## config.mk

```make
export PLATFORM = sky130hd
export DESIGN_NAME = pc_ctrl_unit_flat
export DESIGN_NICKNAME = d
export VERILOG_FILES = /design/src/rtl/pc_ctrl_unit_if.sv /design/src/rtl/pc_ctrl_unit.sv /design/src/flat_wrapper.sv
export SDC_FILE = /design/constraint.sdc
export NUM_CORES = 1
export LEC_CHECK = 0
export CAP_MARGIN = 5
export CORE_AREA = 2 2 67 81
export DETAILED_ROUTE_END_ITERATION = 12
export DIE_AREA = 0 0 69 83
export MAX_ROUTING_LAYER = met4
export PLACE_DENSITY = 0.84
export SYNTH_ARGS = -nofsm -noshare
export SYNTH_HDL_FRONTEND = slang
export SYNTH_SLANG_ARGS = --single-unit
```

## constraint.sdc

```tcl
create_clock -name clk -period 4.2 [get_ports clk]
set_input_delay 0.42 -clock clk [delete_from_list [all_inputs] [get_ports clk]]
set_output_delay 0.42 -clock clk [all_outputs]
set_load 0.01 [all_outputs]
```

## src/rtl/pc_ctrl_unit_if.sv

```systemverilog
// ============================================================================
//  Module      : pc_ctrl_unit_if
//  Description : Request/response bundle between the hazard unit / EX branch
//                logic (master) and the fetch-stage PC controller (slave).
//  Revision    : 1.0 - initial release
// ============================================================================
`default_nettype none

interface pc_ctrl_unit_if #(
  parameter int WIDTH = 32,
  parameter int CNT_W = 16
);
  // Requests toward the controller
  logic             stall_req;
  logic             branch_taken;
  logic [WIDTH-1:0] branch_target;
  logic             halt_req;
  logic             resume;
  // Controls toward the fetch stage
  logic             pc_en;
  logic             pc_src;
  logic [WIDTH-1:0] pc_target;
  logic             flush_if_id;
  logic             flush_id_ex;
  logic             halted;
  logic             stall_timeout;
  logic [CNT_W-1:0] redirect_cnt;
  logic [CNT_W-1:0] stall_cnt_tot;

  modport master (
    output stall_req, branch_taken, branch_target, halt_req, resume,
    input  pc_en, pc_src, pc_target, flush_if_id, flush_id_ex, halted,
    input  stall_timeout, redirect_cnt, stall_cnt_tot
  );

  modport slave (
    input  stall_req, branch_taken, branch_target, halt_req, resume,
    output pc_en, pc_src, pc_target, flush_if_id, flush_id_ex, halted,
    output stall_timeout, redirect_cnt, stall_cnt_tot
  );
endinterface

`default_nettype wire

```

## src/rtl/pc_ctrl_unit.sv

```systemverilog
// ============================================================================
//  Module      : pc_ctrl_unit
//  Description : Fetch-stage PC sequencer. Produces PC enable, PC mux select,
//                registered redirect target and IF/ID, ID/EX flush strobes
//                from stall, branch-resolution and halt requests.
//                Optional statistics counters: define PC_CTRL_STATS_EN.
//  Revision    : 1.0 - initial release
// ============================================================================
`default_nettype none

module pc_ctrl_unit #(
  parameter int WIDTH     = 32,
  parameter int STALL_MAX = 15,
  parameter int CNT_W     = 16
) (
  input  wire logic      clk,
  input  wire logic      rst,
  pc_ctrl_unit_if.slave  bus
);

  localparam int                STALL_W   = $clog2(STALL_MAX + 1);
  localparam logic [STALL_W-1:0] STALL_LIM = STALL_W'(STALL_MAX);
  localparam logic [STALL_W-1:0] STALL_ONE = STALL_W'(1);

  typedef enum logic [1:0] {
    RUN   = 2'd0,
    STALL = 2'd1,
    REDIR = 2'd2,
    HALT  = 2'd3
  } state_t;

  state_t             state;
  state_t             state_nxt;
  logic [WIDTH-1:0]   target_q;
  logic               load_target;
  logic [STALL_W-1:0] stall_cnt;
  logic [STALL_W-1:0] stall_cnt_nxt;
  logic               timeout_q;
  logic               timeout_nxt;

  logic pc_en;
  logic pc_src;
  logic flush_if_id;
  logic flush_id_ex;
  logic halted;

  // Next-state, counter update and combinational fetch controls
  always_comb begin
    state_nxt     = state;
    stall_cnt_nxt = stall_cnt;
    timeout_nxt   = timeout_q;
    load_target   = 1'b0;
    pc_en         = 1'b0;
    pc_src        = 1'b0;
    flush_if_id   = 1'b0;
    flush_id_ex   = 1'b0;
    halted        = 1'b0;

    case (state)
      // STALL with stall_req dropped falls through to the RUN rules in
      // the same cycle, so both states share one priority chain.
      RUN, STALL: begin
        if (bus.branch_taken) begin
          load_target   = 1'b1;
          flush_if_id   = 1'b1;
          flush_id_ex   = 1'b1;
          stall_cnt_nxt = '0;
          state_nxt     = REDIR;
        end else if (bus.stall_req) begin
          flush_id_ex = 1'b1;
          state_nxt   = STALL;
          if (state == RUN) begin
            stall_cnt_nxt = STALL_ONE;
          end else if (stall_cnt != STALL_LIM) begin
            stall_cnt_nxt = stall_cnt + STALL_ONE;
          end
          if (stall_cnt_nxt == STALL_LIM) begin
            timeout_nxt = 1'b1;
          end
        end else if (bus.halt_req) begin
          stall_cnt_nxt = '0;
          state_nxt     = HALT;
        end else begin
          pc_en         = 1'b1;
          stall_cnt_nxt = '0;
          state_nxt     = RUN;
        end
      end
      // One-cycle redirect; the instruction in EX is wrong-path, so its
      // stall/branch requests are not acted upon.
      REDIR: begin
        pc_en       = 1'b1;
        pc_src      = 1'b1;
        flush_if_id = 1'b1;
        flush_id_ex = 1'b1;
        state_nxt   = bus.halt_req ? HALT : RUN;
      end
      HALT: begin
        halted = 1'b1;
        if (bus.resume) begin
          state_nxt = RUN;
        end
      end
      default: begin
        state_nxt = RUN;
      end
    endcase

    // Reset holds the pipeline front end flushed and frozen.
    if (rst) begin
      pc_en       = 1'b0;
      pc_src      = 1'b0;
      flush_if_id = 1'b1;
      flush_id_ex = 1'b1;
      halted      = 1'b0;
    end
  end

  // State, redirect target, stall counter and sticky timeout registers
  always_ff @(posedge clk or posedge rst) begin
    if (rst) begin
      state     <= RUN;
      target_q  <= '0;
      stall_cnt <= '0;
      timeout_q <= 1'b0;
    end else begin
      state     <= state_nxt;
      stall_cnt <= stall_cnt_nxt;
      timeout_q <= timeout_nxt;
      if (load_target) begin
        target_q <= bus.branch_target;
      end
    end
  end

  assign bus.pc_en       = pc_en;
  assign bus.pc_src      = pc_src;
  assign bus.pc_target   = target_q;
  assign bus.flush_if_id = flush_if_id;
  assign bus.flush_id_ex = flush_id_ex;
  assign bus.halted      = halted;
  // Timeout is visible during the stall cycle that reaches the limit.
  assign bus.stall_timeout = timeout_nxt & ~rst;

`ifdef PC_CTRL_STATS_EN
  logic [CNT_W-1:0] redirect_cnt_q;
  logic [CNT_W-1:0] stall_cnt_tot_q;

  // Redirect and stall-cycle statistics, wrapping
  always_ff @(posedge clk or posedge rst) begin
    if (rst) begin
      redirect_cnt_q  <= '0;
      stall_cnt_tot_q <= '0;
    end else begin
      if (state_nxt == REDIR) begin
        redirect_cnt_q <= redirect_cnt_q + CNT_W'(1);
      end
      if (state == STALL) begin
        stall_cnt_tot_q <= stall_cnt_tot_q + CNT_W'(1);
      end
    end
  end

  assign bus.redirect_cnt  = redirect_cnt_q;
  assign bus.stall_cnt_tot = stall_cnt_tot_q;
`else
  assign bus.redirect_cnt  = '0;
  assign bus.stall_cnt_tot = '0;
`endif

endmodule

`default_nettype wire

```

## src/flat_wrapper.sv

```systemverilog
// flat-port wrapper written by rule: the top's interface ports become plain ports
module pc_ctrl_unit_flat 
#(
  parameter int WIDTH     = 32,
  parameter int STALL_MAX = 15,
  parameter int CNT_W     = 16
)
  (clk, rst, bus_stall_req, bus_branch_taken, bus_branch_target, bus_halt_req, bus_resume, bus_pc_en, bus_pc_src, bus_pc_target, bus_flush_if_id, bus_flush_id_ex, bus_halted, bus_stall_timeout, bus_redirect_cnt, bus_stall_cnt_tot);
  pc_ctrl_unit_if #(.WIDTH(WIDTH), .CNT_W(CNT_W)) bus_i ();
  input  wire logic clk;
  input  wire logic rst;
  input wire logic [$bits(bus_i.stall_req)-1:0] bus_stall_req;
  input wire logic [$bits(bus_i.branch_taken)-1:0] bus_branch_taken;
  input wire logic [$bits(bus_i.branch_target)-1:0] bus_branch_target;
  input wire logic [$bits(bus_i.halt_req)-1:0] bus_halt_req;
  input wire logic [$bits(bus_i.resume)-1:0] bus_resume;
  output wire logic [$bits(bus_i.pc_en)-1:0] bus_pc_en;
  output wire logic [$bits(bus_i.pc_src)-1:0] bus_pc_src;
  output wire logic [$bits(bus_i.pc_target)-1:0] bus_pc_target;
  output wire logic [$bits(bus_i.flush_if_id)-1:0] bus_flush_if_id;
  output wire logic [$bits(bus_i.flush_id_ex)-1:0] bus_flush_id_ex;
  output wire logic [$bits(bus_i.halted)-1:0] bus_halted;
  output wire logic [$bits(bus_i.stall_timeout)-1:0] bus_stall_timeout;
  output wire logic [$bits(bus_i.redirect_cnt)-1:0] bus_redirect_cnt;
  output wire logic [$bits(bus_i.stall_cnt_tot)-1:0] bus_stall_cnt_tot;
  assign bus_i.stall_req = bus_stall_req;
  assign bus_i.branch_taken = bus_branch_taken;
  assign bus_i.branch_target = bus_branch_target;
  assign bus_i.halt_req = bus_halt_req;
  assign bus_i.resume = bus_resume;
  assign bus_pc_en = bus_i.pc_en;
  assign bus_pc_src = bus_i.pc_src;
  assign bus_pc_target = bus_i.pc_target;
  assign bus_flush_if_id = bus_i.flush_if_id;
  assign bus_flush_id_ex = bus_i.flush_id_ex;
  assign bus_halted = bus_i.halted;
  assign bus_stall_timeout = bus_i.stall_timeout;
  assign bus_redirect_cnt = bus_i.redirect_cnt;
  assign bus_stall_cnt_tot = bus_i.stall_cnt_tot;
  pc_ctrl_unit #(.WIDTH(WIDTH), .STALL_MAX(STALL_MAX), .CNT_W(CNT_W)) u_core (.clk(clk), .rst(rst), .bus(bus_i));
endmodule
```

## After elaboration in Yosys (flattened, before gate mapping)

Cells that the tools add are included.

| storage, ports and cells | value |
|---|---|
| flip-flop bits (word level) | 39 |
| latch bits | 0 |
| logic and storage cells | 48 |
| input port bits | 38 |
| RAM bits | 0 |
| bits in read-only memories | 0 |
| output and inout bits | 70 |
| memories kept | 0 |

| operators by class | value |
|---|---|
| eq/ne operators | 6 |
| $add $sub $neg | 1 |
| multiply operators | 0 |
| shifts and indexed selects | 0 |
| bitwise gates (word level) | 2 |
| multiplexer cells | 33 |
| $lt $le $gt $ge | 0 |
| div/mod/pow operators | 0 |
| reduce and logical (&&, ||, !) cells | 2 |

Operators by type and width:

| operator | number |
|---|---|
| $mux 4 | 7 |
| $mux 1 | 18 |
| $mux 2 | 4 |
| $pmux 1 s2 | 3 |
| $pmux 2 s3 | 1 |
| $add 4x1->4 const B | 1 |
| $eq 2x2->1 const B | 2 |
| $eq 4x4->1 const B | 1 |
| $ne 4x4->1 const B | 1 |
| $eq 2x1->1 const B | 1 |
| $logic_not 2->1 | 1 |
| $ne 2x2->1 const B | 1 |
| $reduce_or 2->1 | 1 |
| $and 1x1->1 | 1 |
| $not 1->1 | 1 |

## Longest topological paths before layout

Gate-level depths: netlist of run 1.

| depth | value |
|---|---|
| word-level depth | 12 |
| mapped depth | 5 |
| gate-level depth less buffers | 4 |

## Worst setup path before layout of run 1

OpenSTA, ideal clock, no wires.

| timing path | value |
|---|---|
| kind | input to output |
| from | input port rst |
| to | output port bus_flush_id_ex |
| cell stages on the path | 2 |
| arrival time | 1563 ps |
| setup slack | 2217 ps |
| required time | 3780 ps |
| cell sequence | inv_1 > nand3_1 |

| on the way | value |
|---|---|
| longest elaborated chain between the ends | 1 |

RTL lines:

| item | RTL line | text |
|---|---|---|
| start: declaration | flat_wrapper.sv:11 | `input wire logic rst;` |
| $mux 1 | pc_ctrl_unit.sv:110 | `if (rst) begin` |
| end: declaration | flat_wrapper.sv:21 | `output wire logic [$bits(bus_i.flush_id_ex)-1:0] bus_flush_id_ex;` |

Every way passes these cells.

## Final worst setup path of run 1

| timing path | value |
|---|---|
| from | register u_core.stall_cnt[0] |
| to | output port bus_stall_timeout |

| on the way | value |
|---|---|
| longest elaborated chain between the ends | 12 |
| elaborated cells on any way between the ends | 13 |
| classes of those cells | add/sub: 1; eq/ne: 2; mux: 9; bitwise: 1 |

RTL lines:

| item | RTL line | text |
|---|---|---|
| start: declaration | pc_ctrl_unit.sv:36 | `logic [STALL_W-1:0] stall_cnt;` |
| start signal: assignment | pc_ctrl_unit.sv:128 | `stall_cnt <= stall_cnt_nxt;` |
| $add 4x1->4 or $ne 4x4->1 (tied branches) | pc_ctrl_unit.sv:75, pc_ctrl_unit.sv:74 |  |
| $mux 4 * | pc_ctrl_unit.sv:74 | `end else if (stall_cnt != STALL_LIM) begin` |
| $mux 4 * | pc_ctrl_unit.sv:72 | `if (state == RUN) begin` |
| $mux 4 * | pc_ctrl_unit.sv:69 | `end else if (bus.stall_req) begin` |
| $mux 4 * | pc_ctrl_unit.sv:63 | `if (bus.branch_taken) begin` |
| $mux 4 * | pc_ctrl_unit.sv:59 | `case (state)` |
| $eq 4x4->1 * | pc_ctrl_unit.sv:77 | `if (stall_cnt_nxt == STALL_LIM) begin` |
| $mux 1 * | pc_ctrl_unit.sv:77 |  |
| $mux 1 * | pc_ctrl_unit.sv:69 |  |
| $mux 1 * | pc_ctrl_unit.sv:63 |  |
| $mux 1 * | pc_ctrl_unit.sv:59 |  |
| $and 1x1->1 * | pc_ctrl_unit.sv:143 | `assign bus.stall_timeout = timeout_nxt & ~rst;` |
| end: declaration | flat_wrapper.sv:23 | `output wire logic [$bits(bus_i.stall_timeout)-1:0] bus_stall_timeout;` |

Every way passes the cells marked *; elsewhere a longest branch is shown, timed or not. The select of a mux whose other input is x is not followed.

==> out/metrics.cfg, run 1 <==
[place]
post-dp-hpwl_um=2990
place.gp.congestion=0.807
io_buffers=75
placedInstanceArea_um2=2730
dp_slack_ps=1480
dp_cells=289

[worst_setup_path]
crit_fanout=7
cp-start-kind=register
end_kind=primary output
critPathKind=reg2out
cp.required_ps=3780
worstPathArrival_ps=2340

[final_layout]
final_util=0.579
layout-drive-gt1-share=0.177
fin_nets=275
antennaDiodeCount=0
stdcell_area_um2=2840
layout.cells.non_filler=297
synthToLayoutAreaGrowth_pct=38.3

[clock_network]
post_cts_buffers=0
clkTransAtPathRegs_ps=80
cts_sinks=39
cts_hold_buffers=0
cts_made_buffers=5
cts_tree=done
htreeDepth=2
cts_repair_resize_count=0
insertion_delay_ps=290
cts.path.max_buffers=2
clockRootBuffer=clkbuf_8

[die]
die_area_um2=5730
die_x_um=69
coreArea_um2=4900
fp.dieH_um=83
rows=28
pin_count=108
start_util=0.419

[power_and_ir_drop]
internal_power_mw=1.31
pwr-share-seq=0.358
leakagePower_nw=1.30
power_switching_mw=0.578
vdd_drop_max_mv=0.274
sw_frac_of_total=0.307
p_total_mw=1.88
combPwrFrac=0.478
p_per_area_nw_per_um2=663
clock_power_share=0.164

[global_route]
grt.total_usage=0.148
gr-total-overflow=0
grt_pass1_vias=1360
grt_max_degree=36
grt_pass1_wl_um=6660
antenna_found_initial=0

[yosys]
synth-seq-cells=39
async_reset_ff_frac=1.00
synth_cell_types=32
syn_area_um2=2050
synth_cells=158
synth_edf_count=0
syn_avg_cell_area_um2=13.0
synth_top_flop_cell=dfrtp_1
yosysSeqAreaShare=0.475
synth_warnings=0

[routing]
first_pass_iters=4
avgRoutedWirePerCell_um=13.6
vias=1364
avgViaCountPerCell=4.59
wirelength_um=4050
drtAntennaViolNets=0
drc_errors=0
first_iter_violations=36

[timing]
setup_ws_ps=1440
hold_viol=0
timing.hold.ws_ps=490
worst_pin_slew_ps=658
fmaxAchievable_ghz=0.362
setup_viol=0
fin_crit_ps=2760
tns_ps=0
skew_ps=7.08
maxSlewHeadroom=0.560
maxSlewViolCount=0
post-route-period-util=0.658
grt_setup_unrepaired=false

[status]
outcome=finished clean

[run]
maxCapViolations=0

[hold_path]
hp-class=in2async

-- cell usage after synthesis (all sizes together), types with 2 or more instances --
master  number  share of area
dfrtp       39           0.48
buf         37           0.14
mux2        32           0.23
a21oi        6          0.015
inv          5         0.0091
nand2        5         0.0091
nor2         4         0.0073
o21ai        4         0.0098
nand2b       3         0.0091
a211o        2         0.0085
mux2i        2         0.0098
nand3        2         0.0049
nor2b        2         0.0061
-- placed cells by master, fill, tap and decap left out, types with 2 or more instances in the layout --
| cell type | count |
|---|---|
| a211o_1 | 2 |
| dfrtp_1 | 39 |
| nand2b_1 | 3 |
| mux2_4 | 28 |
| mux2_1 | 4 |
| o21ai_1 | 2 |
| o21ai_0 | 2 |
| clkdlybuf4s50_1 | 75 |
| nand2_1 | 5 |
| inv_1 | 4 |
| a21oi_1 | 6 |
| buf_4 | 2 |
| conb_1 | 32 |
| nor2_1 | 4 |
| nand3_1 | 2 |
| clkbuf_8 | 5 |
| mux2i_1 | 2 |
-- cell type report --
type	instances	area, um2
well taps	60	75.1
flip-flops and latches	39	976
clock buffers	5	68.8
fillers	397	2060
inverters	5	18.8
clock inverters	3	43.8
multi-input cells	108	892
repair buffers	77	766
-- sequential cells by signal (all words and copies together) (netlist names) --
name,cells
u_core.state,2
u_core.stall_cnt,4
u_core.bus.pc_target,32
u_core.timeout_q,1
-- cell families after synthesis --
family,after synthesis,synth area share
xor gates and xnor gates,1,0.00427
adders and majority gates,1,0.00609
buffers and inverters,42,0.151
muxes,34,0.236
DFF,39,0.475
other,1,0.00183
and+or+nand+nor,22,0.0622
AOI/OAI and AO/OA,18,0.0634
-- power groups by stage --
stage	combinational [mW]	sequential, mW	clock [mW]
after floorplan	0.439	0.729	0
after global placement	0.891	0.669	0
after detailed placement	0.905	0.681	0
after CTS	0.911	0.676	0.321
after global routing	0.959	0.700	0.337
final	0.900	0.675	0.309
-- final timing paths --
check,depth (start not counted),endpoint,start,slack [ps]
setup / recovery,5,bus_stall_timeout,u_core.stall_cnt[0],1440
hold / removal,2,u_core.timeout_q,rst,490
setup reg to reg,3,u_core.bus.pc_target[5],u_core.state[1],2100
hold reg to reg,1,u_core.bus.pc_target[31],u_core.bus.pc_target[31],490
max in group asynchronous,3,u_core.bus.pc_target[27],rst,3020
min in group clk,1,u_core.bus.pc_target[31],u_core.bus.pc_target[31],490
-- per-layer routing --
metal | share of wire | track usage
met1 | 0.41 | 0.175
met2 | 0.50 | 0.244
met3 | 0.078 | 0.0449
met4 | 0.0082 | 0.0428
met5 | 0 | -
-- critical path: stages (launching register included) --
cell,delay [ps]
dfrtp_1,450
ha_1,300
nand3_1,170
mux2i_1,210
o41ai_2,330
clkdlybuf4s50_1,590
No activity file was read; power rests on OpenSTA's default activity.
==> run 2: changes to the inputs <==
--- a/config.mk
+++ b/config.mk
@@ -6,11 +6,11 @@
 export NUM_CORES = 1
 export LEC_CHECK = 0
 export CAP_MARGIN = 5
-export CORE_AREA = 2 2 67 81
+export CORE_AREA = 2 2 70 85
 export DETAILED_ROUTE_END_ITERATION = 12
-export DIE_AREA = 0 0 69 83
+export DIE_AREA = 0 0 72 87
 export MAX_ROUTING_LAYER = met4
-export PLACE_DENSITY = 0.84
+export PLACE_DENSITY = 0.77
 export SYNTH_ARGS = -nofsm -noshare
 export SYNTH_HDL_FRONTEND = slang
 export SYNTH_SLANG_ARGS = --single-unit
==> constraint.sdc (replaced) <==
create_clock -name clk -period 2.6 [get_ports clk]
set_input_delay 0.26 -clock clk [delete_from_list [all_inputs] [get_ports clk]]
set_output_delay 0.26 -clock clk [all_outputs]
set_load 0.01 [all_outputs]
==> run 2 against run 1 <==
Net effect:
- power grew 63%
- critical path depth shrank 1
- worst hold slack lost 170 ps
- clock skew shrank 5.0 ps
- routed wire length shrank 2.0%
- non-clock buffer count grew 3
- sequential power grew 59%
- sequential share of layout area shrank 0.51 points
- flip-flop and latch count is the same
- setup slack lost 1100 ps
- largest cell class unchanged
- largest power group unchanged
==> out/metrics.cfg, run 2 (synthesized netlist as in run 1, its figures left out) <==
[die]
die_x_um=72
pin_count=108
die_area_um2=6260
coreArea_um2=5520
start_util=0.372
fp.dieH_um=87
rows=30

[worst_setup_path]
cp-start-kind=primary input
critPathLaunch=bus_branch_taken
end_kind=primary output
cp.required_ps=2340
critPathKind=in2out
regToRegStartpoint=u_core.state[1]
crit_fanout=7
reg2reg_depth=3
worstPathArrival_ps=2050

[final_layout]
largest_register_ff_count=32
final_cell_mix=74 x clkdlybuf4s50_1, 38 x dfrtp_1, 32 x conb_1, 28 x mux2_4, 6 x a21oi_1
synthToLayoutAreaGrowth_pct=40.6
fillers=511
layout.cells.non_filler=304
mostFrequentLayoutCell=clkdlybuf4s50_1
antennaDiodeCount=0
layout-drive-gt1-share=0.196
fin_nets=278

[clock_network]
clockRootBuffer=clkbuf_8
clkTransAtPathRegs_ps=80
htreeDepth=2
cts_tree=done
cts_sinks=39
cts_made_buffers=5
insertion_delay_ps=280
cts.path.max_buffers=2

[global_route]
grt.total_usage=0.138
grt_pass1_wl_um=6560
grt_max_degree=31
antenna_found_initial=0
grt_pass1_vias=1404
gr-total-overflow=0

[routing]
drc_errors=0
first_pass_iters=3
vias=1371
avgRoutedWirePerCell_um=13.0
first_iter_violations=30
drtAntennaViolNets=0
wirelength_um=3970
avgViaCountPerCell=4.51

[timing]
maxSlewViolCount=0
hold_viol=0
setup_viol=0
fin_crit_ps=2310
fmaxAchievable_ghz=0.433
tns_ps=0
skew_ps=2.04
post-route-period-util=0.888
grt_setup_unrepaired=false

[place]
post-dp-hpwl_um=2950
dp_cells=296
place.gp.congestion=0.872
io_buffers=75

[power_and_ir_drop]
p_per_area_nw_per_um2=1060
power_switching_mw=0.928
leakagePower_nw=1.32
internal_power_mw=2.13
sw_frac_of_total=0.303
clock_power_share=0.165
vdd_drop_max_mv=0.504
combPwrFrac=0.486
pwr-share-seq=0.349

[hold_path]
hp-class=in2async

[status]
outcome=finished clean

[run]
maxCapViolations=0

-- run 2: changes by cell type in the layout (fill, tap and decap cells not counted), sizes merged --
| cell | delta |
|---|---|
| buf | +3 |
| clkdlybuf4s50 | -1 |
| clkinv | -1 |
| dlymetal6s2s | +1 |
| inv | +1 |
-- run 2: layout make-up --
type	count	area, um2	share of cell area
inverter	5	18.8	0.00650
multi-input combinational	108	895	0.310
sequential	39	977	0.339
tap	64	80.1	0.0277
clock buffer	5	68.8	0.0238
timing repair buffer	80	803	0.278
clock inverter	3	43.8	0.0152
-- run 2: final timing paths --
check / end / slack (ps)
min reg2reg: u_core.timeout_q / 480
min in group clk: u_core.timeout_q / 480
min: u_core.stall_cnt[1] / 320
max: bus_pc_en / 290
max in group asynchronous: u_core.bus.pc_target[31] / 1710
max reg2reg: u_core.bus.pc_target[31] / 1110
-- run 2: worst max-delay path, stage by stage --
cell and delay (ps):
clkdlybuf4s50_1 520, or4_1 550, a21oi_1 170, clkdlybuf4s50_1 550
-- run 2: per-layer routing --
metal | track usage | part of all wire | up-vias
li1 | - | - | 639
met4 | 0.0377 | 0.0048 | 0
met1 | 0.163 | 0.41 | 662
met2 | 0.230 | 0.50 | 68
met5 | - | 0 | -
met3 | 0.0382 | 0.080 | 2
-- run 2: through the flow --
stage | area [um2] | setup slack (ps) | utilization | power, mW | hold WS, ps
finish | 2890 | 291 | 0.523 | 3.06 | 322
detailed placement | 2770 | 217 | 0.502 | 2.57 | 462
global route | 2890 | 218 | 0.523 | 3.27 | 351
floorplan | 2170 | 910 | - | 1.89 | 380
CTS | 2880 | 38.6 | 0.522 | 3.11 | 327
global placement | 2770 | 232 | 0.502 | 2.55 | 456
-- run 2: timing repair --
item,CTS,global route
gates resized for setup,1,2
setup endpoints to repair,1,1
setup buffers,0,0
hold buffers,0,0
pin swaps,0,0
-- run 2: power by group through the flow --
stage,Sequential [mW],Clock [mW],Combinational [mW]
after global placement,1.06,0,1.48
after detailed placement,1.08,0,1.50
after CTS,1.07,0.531,1.51
after global routing,1.12,0.558,1.59
after floorplan,1.18,0,0.710
final,1.07,0.506,1.49
